## config.mk

```make
export PLATFORM = sky130hd
export DESIGN_NAME = unsigned_div
export DESIGN_NICKNAME = d
export VERILOG_FILES = /design/src/rtl/unsigned_div.sv
export SDC_FILE = /design/constraint.sdc
export NUM_CORES = 1
export LEC_CHECK = 0
export ABC_AREA = 1
export ABC_CLOCK_PERIOD_IN_PS = 4500
export CAP_MARGIN = 20
export CORE_MARGIN = 8
export CORE_UTILIZATION = 50
export DETAILED_ROUTE_END_ITERATION = 10
export PLACE_DENSITY = 0.73
export SLEW_MARGIN = 20
export SYNTH_ARGS = -nofsm -noshare
export SYNTH_HDL_FRONTEND = slang
export SYNTH_SLANG_ARGS = --single-unit
```

## constraint.sdc

```tcl
create_clock -name clk -period 4.5 [get_ports clk]
set_input_delay 0.9 -clock clk [delete_from_list [all_inputs] [get_ports clk]]
set_output_delay 0.9 -clock clk [all_outputs]
set_load 0.02 [all_outputs]
```

## src/rtl/unsigned_div.sv

```systemverilog
// Multi-cycle unsigned restoring divider: one quotient bit per clock from a
// WIDTH+1 bit trial subtraction, with a start/done handshake and busy stall.
module unsigned_div #(
  parameter int WIDTH = 16
) (
  input  logic             clk,
  input  logic             rst,
  input  logic             start,
  input  logic [WIDTH-1:0] A,
  input  logic [WIDTH-1:0] B,
  output logic [WIDTH-1:0] Q,
  output logic [WIDTH-1:0] R,
  output logic             busy,
  output logic             done,
  output logic             div_by_zero
);

  localparam int CW = $clog2(WIDTH + 1);

  typedef enum logic [1:0] {IDLE, RUN, DONE} state_t;

  state_t                state, state_nx;
  logic [WIDTH-1:0]      dq;
  logic [WIDTH-1:0]      d;
  logic [WIDTH:0]        pr;
  logic [CW-1:0]         cnt;

  logic [WIDTH:0]        shifted;
  logic signed [WIDTH:0] t;
  logic                  qbit;
  logic [WIDTH-1:0]      dq_nx;
  logic [WIDTH:0]        pr_nx;
  logic                  last;

  function automatic logic signed [WIDTH:0] trial_sub(input logic [WIDTH:0]   num,
                                                      input logic [WIDTH-1:0] den);
    return $signed(num) - $signed({1'b0, den});
  endfunction

  // One restoring step: keep the difference only when it did not go negative.
  always_comb begin
    shifted = {pr[WIDTH-1:0], dq[WIDTH-1]};
    t       = trial_sub(shifted, d);
    qbit    = ~t[WIDTH];
    dq_nx   = {dq[WIDTH-2:0], qbit};
    pr_nx   = qbit ? $unsigned(t) : shifted;
    last    = (cnt == CW'(WIDTH - 1));
  end

  always_ff @(posedge clk or posedge rst) begin
    if (rst) state <= IDLE;
    else     state <= state_nx;
  end

  always_comb begin
    state_nx = state;
    case (state)
      IDLE:    if (start) state_nx = (B == '0) ? DONE : RUN;
      RUN:     if (last) state_nx = DONE;
      DONE:    state_nx = IDLE;
      default: state_nx = IDLE;
    endcase
  end

  always_ff @(posedge clk or posedge rst) begin
    if (rst) begin
      dq          <= '0;
      d           <= '0;
      pr          <= '0;
      cnt         <= '0;
      Q           <= '0;
      R           <= '0;
      busy        <= 1'b0;
      done        <= 1'b0;
      div_by_zero <= 1'b0;
    end else begin
      busy <= (state_nx == RUN);
      done <= (state_nx == DONE);
      case (state)
        IDLE: begin
          if (start) begin
            dq  <= A;
            d   <= B;
            pr  <= '0;
            cnt <= '0;
            // Zero divisor short-circuits straight to the result.
            if (B == '0) begin
              Q           <= '1;
              R           <= A;
              div_by_zero <= 1'b1;
            end
          end
        end
        RUN: begin
          dq  <= dq_nx;
          pr  <= pr_nx;
          cnt <= cnt + CW'(1);
          if (last) begin
            Q           <= dq_nx;
            R           <= pr_nx[WIDTH-1:0];
            div_by_zero <= 1'b0;
          end
        end
        default: ;
      endcase
    end
  end

endmodule

```

==> flow_summary.json, run 1 <==
{
  "run_status": "completed",
  "die-width_um": 120,
  "critPathLaunchType": "input port",
  "synth-seq-cells": 90,
  "yosysWarnings": 0,
  "yosysSeqAreaShare": 0.420,
  "antenna_found_initial": 0,
  "avgSynthCellArea_sq_um": 7.73,
  "cp_num_buf_inv": 3,
  "crit_slowest_cell": "nor2_4",
  "cts_resized": 0,
  "synth_flop_cell": "dfrtp_1",
  "grt_max_degree": 54,
  "r2r-start": "state[0]",
  "skew_ns": 0.0111,
  "layout.nets": 807,
  "regArea_sq_um": 2250,
  "vdd_drop_max_mv": 0.605,
  "start_util": 0.503,
  "dieArea_sq_um": 14300,
  "worst_pin_slew_ns": 0.882,
  "final_common_cell": "nand2_1",
  "required_ns": 4.81,
  "dr_total_vias": 4501,
  "cpPeakStageDelay_ns": 0.50,
  "area_growth_pct": 17.3,
  "tns_ns": 0,
  "drtIter0Drc": 285,
  "max_freq_ghz": 0.367,
  "async_flop_share": 1.00,
  "wirelength_mm": 13.1,
  "min_from": "div_by_zero",
  "pwr-share-comb": 0.630,
  "cts_setup_buffers": 0,
  "grt-ovfl-total": 0,
  "avgRoutedWirePerCell_um": 14.6,
  "drv_cap": 0,
  "synthesis.nets": 748,
  "seqPwrFrac": 0.261,
  "cts_hold_buffers": 0,
  "place_congestion": 0.860,
  "syn_area_sq_um": 5360,
  "drive_gt1_frac": 0.119,
  "slew_viol_final": 0,
  "ant_nets": 0,
  "setup_viol": 0,
  "num_antenna_cells": 0,
  "htreeDepth": 3,
  "drt_first_pass_iters": 5,
  "critPathMaxFanout": 49,
  "cp_cell_sequence": "clkdlybuf4s50_1 > nand2_1 > nor2_4 > nand3_1 > nand2_2 > buf_4 > or2_2 > nand2_1 > inv_1",
  "min_path_type": "register to register",
  "clock_sinks": 90,
  "track_usage": 0.191,
  "fillers": 1013,
  "period_needed_ns": 2.72,
  "fp-row-count": 38,
  "mostFrequentLayoutCells": "nand2_1, inv_1, dfrtp_1",
  "port_buffers": 69,
  "worstSetupPathType": "input port to register",
  "syn_inst": 694,
  "cp.arrival_ns": 3.04,
  "worstSkewPairLatency_ns": 0.37,
  "hold_viol": 0,
  "p_switching_mw": 2.66,
  "core_sq_um": 10700,
  "total_power_mw": 5.33,
  "grt_pass1_wl_mm": 21.9,
  "utilization": 0.591,
  "viasPerCell": 5.01,
  "cts.clk_slew.worst_paths_ns": 0.09,
  "die_h_um": 120,
  "startpoint": "start",
  "crit_family": "simple AND/OR/NAND/NOR gates",
  "clock_power_share": 0.109,
  "p_leak_nw": 3.06,
  "dpl.hpwl_mm": 9.93,
  "cts_made_buffers": 9,
  "root_buffer": "clkbuf_8",
  "drcViolationCount": 0,
  "p_per_area_nw_per_um2": 847,
  "pin_count": 70,
  "cp_common_cell": "nand2_1",
  "p_int_mw": 2.67,
  "ys_types": 40,
  "slew_headroom": 0.410,
  "synth-edff-count": 0,
  "rsz0062_at_grt": "false",
  "end_kind": "register",
  "multi_input_area_sq_um": 2520,
  "grt_pass1_vias": 4433,
  "min_period_over_period": 0.605,
  "clock_path_buffers": 2,
  "switching_share": 0.500,
  "cts_tree": "built"
}
==> worst register-to-register path: stages, from the launching register on <==
cell     delay (ns)
dfrtp_1        0.41
nand2_2        0.52
inv_6          0.64
nand2_1        0.20
nand2_2        0.13
buf_4          0.38
or2_2          0.21
nand2_1        0.05
inv_1          0.06
==> through the flow <==
| stage | instance area, sq um | setup slack, ns | hold WS (ns) | std cells |
|---|---|---|---|---|
| after floorplan | 5360 | 1.26 | 0.445 | 694 |
| after global placement | 6090 | 1.46 | 0.479 | 882 |
| after detailed placement | 6090 | 1.38 | 0.482 | 882 |
| after CTS | 6290 | 1.77 | 0.506 | 898 |
| after global routing | 6290 | 1.52 | 0.518 | 898 |
| final | 6290 | 1.78 | 0.499 | 898 |
==> power groups by stage <==
stage | clock network [mW] | logic (mW) | registers, mW
after floorplan | 0 | 2.45 | 1.53
after global placement | 0 | 3.29 | 1.40
after detailed placement | 0 | 3.36 | 1.41
after CTS | 0.594 | 3.38 | 1.40
after global routing | 0.625 | 3.79 | 1.44
final | 0.581 | 3.36 | 1.39
==> final cells by class <==
class                   instances  share of cell area
inverters                     109              0.0660
multi-input cells             469               0.400
repair buffers                 74               0.116
clock buffers                  10              0.0203
well taps                     140              0.0278
flip-flops and latches         90               0.358
clock inverters                 6              0.0117
==> metal layers <==
metal,GRT usage,up-vias,wire [um]
li1,-,2315,-
met3,0.0333,18,522
met2,0.325,86,6320
met1,0.237,2082,6030
met5,0,-,0
met4,0.0742,0,261
==> Yosys cell counts, types with 2 or more instances <==
library cell	n	area, sq um
a21oi_1	21	105
a31oi_1	16	100
o22ai_1	2	12.5
clkbuf_8	2	27.5
and2_1	3	18.8
buf_2	5	25.0
or2_2	14	87.6
dfrtp_1	90	2250
xor2_1	7	61.3
inv_1	102	383
nand4_1	4	25.0
nand3_2	27	270
nand2_2	13	81.3
nand2_4	3	33.8
inv_2	6	22.5
clkbuf_1	11	41.3
buf_12	2	40.0
nor2_1	41	154
nand2_1	183	687
or2_1	3	18.8
o21ai_0	48	240
buf_1	2	7.51
nand3_1	55	275
ha_1	18	225
==> state kept, by name, indices dropped and copies added (netlist names) <==
register	flops
done	1
Q	16
cnt	5
d	16
R	16
div_by_zero	1
dq	16
state	2
pr	16
busy	1
==> cell families after synthesis <==
logic type	after synthesis	synth area share
AND/OR/NAND/NOR	350	0.316
buffers and inverters	135	0.110
AO/OA/AOI/OAI	92	0.0952
flip-flops	90	0.420
adder cells (fa/ha/maj)	19	0.0457
XOR/XNOR	8	0.0131
==> path summary, 6_finish.rpt <==
check / slack (ns) / to / cells past startpoint
max in group asynchronous: 2.70 / d[5] / 3
worst max register to register: 1.85 / R[7] / 8
worst min register to register: 0.50 / div_by_zero / 2
worst min-delay path: 0.50 / div_by_zero / 2
min in group asynchronous: 0.97 / dq[1] / 2
worst max-delay path: 1.78 / R[7] / 9
No activity file was read; power rests on OpenSTA's default activity.
==> inputs of run 2 (changes only) <==
- ABC_CLOCK_PERIOD_IN_PS: 4500 -> 2350
- PLACE_DENSITY: 0.73 -> 0.76
- clock period: 4.5 -> 2.35 ns (I/O delays scaled with it)
==> flow_summary.json, run 2 (synthesized netlist as in run 1, its figures left out) <==
{
  "grt_max_degree": 91,
  "htreeDepth": 3,
  "skew_ns": 0.0135,
  "seqPwrFrac": 0.245,
  "worstSkewPairLatency_ns": 0.38,
  "cts_tree": "built",
  "root_buffer": "clkbuf_8",
  "cts.clk_slew.worst_paths_ns": 0.10,
  "p_leak_nw": 3.15,
  "core_sq_um": 10700,
  "period_needed_ns": 2.21,
  "track_usage": 0.190,
  "drt_first_pass_iters": 5,
  "dpl.hpwl_mm": 9.96,
  "hold_viol": 0,
  "dieArea_sq_um": 14300,
  "pre_cts_ws_ns": 0.0155,
  "drtIter0Drc": 321,
  "rsz0062_at_grt": "false",
  "p_per_area_nw_per_um2": 1670,
  "final_cells": 909,
  "viasPerCell": 5.07,
  "slew_viol_final": 0,
  "vdd_drop_max_mv": 0.937,
  "crit_slowest_cell": "fa_2",
  "drv_cap": 0,
  "final_common_cell": "nand2_1",
  "slew_headroom": 0.684,
  "fillers": 967,
  "die_h_um": 120,
  "dr_total_vias": 4605,
  "clock_power_share": 0.103,
  "drive_gt1_frac": 0.142,
  "cts_made_buffers": 9,
  "p_int_mw": 5.46,
  "place_congestion": 0.831,
  "min_period_over_period": 0.940,
  "area_growth_pct": 21.8,
  "cp_cell_sequence": "inv_1 > ha_2 > fa_2 > inv_2 > nand2_1 > nand2_1 > nand3_2 > nand2_2 > nand2_4 > nand2_4 > nand2_8 > nand2_4 > buf_4 > nand3_2 > nand3_2 > nand2_1 > inv_1",
  "avgRoutedWirePerCell_um": 14.8,
  "layout.nets": 818,
  "die-width_um": 120,
  "worst_pin_slew_ns": 0.473,
  "fp-row-count": 38,
  "run_status": "completed",
  "setup_viol": 0,
  "num_antenna_cells": 0,
  "min_path_type": "register to register",
  "grt_pass1_wl_mm": 22.2,
  "wirelength_mm": 13.5,
  "clock_sinks": 90,
  "critPathMaxFanout": 4,
  "start_util": 0.503,
  "worst_slack_ns": 0.141,
  "cts_hold_buffers": 0,
  "required_ns": 2.66,
  "rrSetupSlack_ns": 0.14,
  "end_kind": "register",
  "clock_path_buffers": 2,
  "p_switching_mw": 5.45,
  "max_freq_ghz": 0.453,
  "port_buffers": 69,
  "drcViolationCount": 0,
  "grt-ovfl-total": 0,
  "worstSetupPathType": "register to register",
  "pwr-share-comb": 0.652,
  "antenna_found_initial": 0,
  "critPathLaunchType": "register",
  "cpPeakStageDelay_ns": 0.38,
  "mostFrequentLayoutCells": "nand2_1, inv_1, dfrtp_1",
  "cp.arrival_ns": 2.52,
  "pin_count": 70,
  "tns_ns": 0,
  "ant_nets": 0,
  "grt_pass1_vias": 4640,
  "switching_share": 0.500,
  "dp_cells": 886
}
run 2: worst max-delay path, delay by kind of cell, from the launching register on:
kind          cells  cell delay [ns]
simple gates     11             0.89
fa+ha+maj         2             0.58
flops             1             0.36
buf+inv           4             0.31
run 2: cell type report:
| type | count | area, sq um | area share |
|---|---|---|---|
| multi-input combinational | 472 | 2650 | 0.405 |
| tap | 140 | 175 | 0.0268 |
| clock inverter | 6 | 71.3 | 0.0109 |
| inverter | 109 | 418 | 0.0640 |
| clock buffer | 10 | 138 | 0.0211 |
| sequential | 90 | 2250 | 0.345 |
| timing repair buffer | 82 | 830 | 0.127 |
run 2: worst paths after layout:
check,from,end,cells after the start
worst max-delay path,dq[15],R[1],17
worst min-delay path,div_by_zero,div_by_zero,2
worst max register to register,dq[15],R[1],17
worst min register to register,div_by_zero,div_by_zero,2
max in group asynchronous,rst,pr[7],3
min in group asynchronous,rst,state[0],3
run 2: metal layers:
metal,track usage,vias up,wire length (um)
met5,0,-,0
met4,0.0804,0,382
met1,0.231,2139,5790
met3,0.0357,26,655
met2,0.324,110,6640
li1,-,2330,-
run 2: metrics by stage:
stage / area [sq um] / power (mW) / hold WS, ns / utilization
after floorplan: 5370 / 7.62 / 0.445 / -
after global placement: 6160 / 9.10 / 0.460 / 0.578
after detailed placement: 6160 / 9.27 / 0.474 / 0.578
after CTS: 6380 / 10.5 / 0.496 / 0.599
after global routing: 6530 / 11.9 / 0.524 / 0.613
final: 6530 / 10.9 / 0.491 / 0.613
run 2: repair_timing:
action	CTS	global route
setup buffers	0	4
resized for setup	1	18
setup endpoints to repair	2	32
pin swaps	0	7
hold endpoints to repair	0	0
cloned	0	3
run 2: power groups by stage:
stage,clock network [mW],logic [mW],registers [mW]
6_report,1.13,7.11,2.68
5_1_grt,1.20,7.94,2.76
4_1_cts,1.15,6.64,2.68
3_5_place_dp,0,6.56,2.71
3_3_place_gp,0,6.42,2.68
2_1_floorplan,0,4.70,2.92
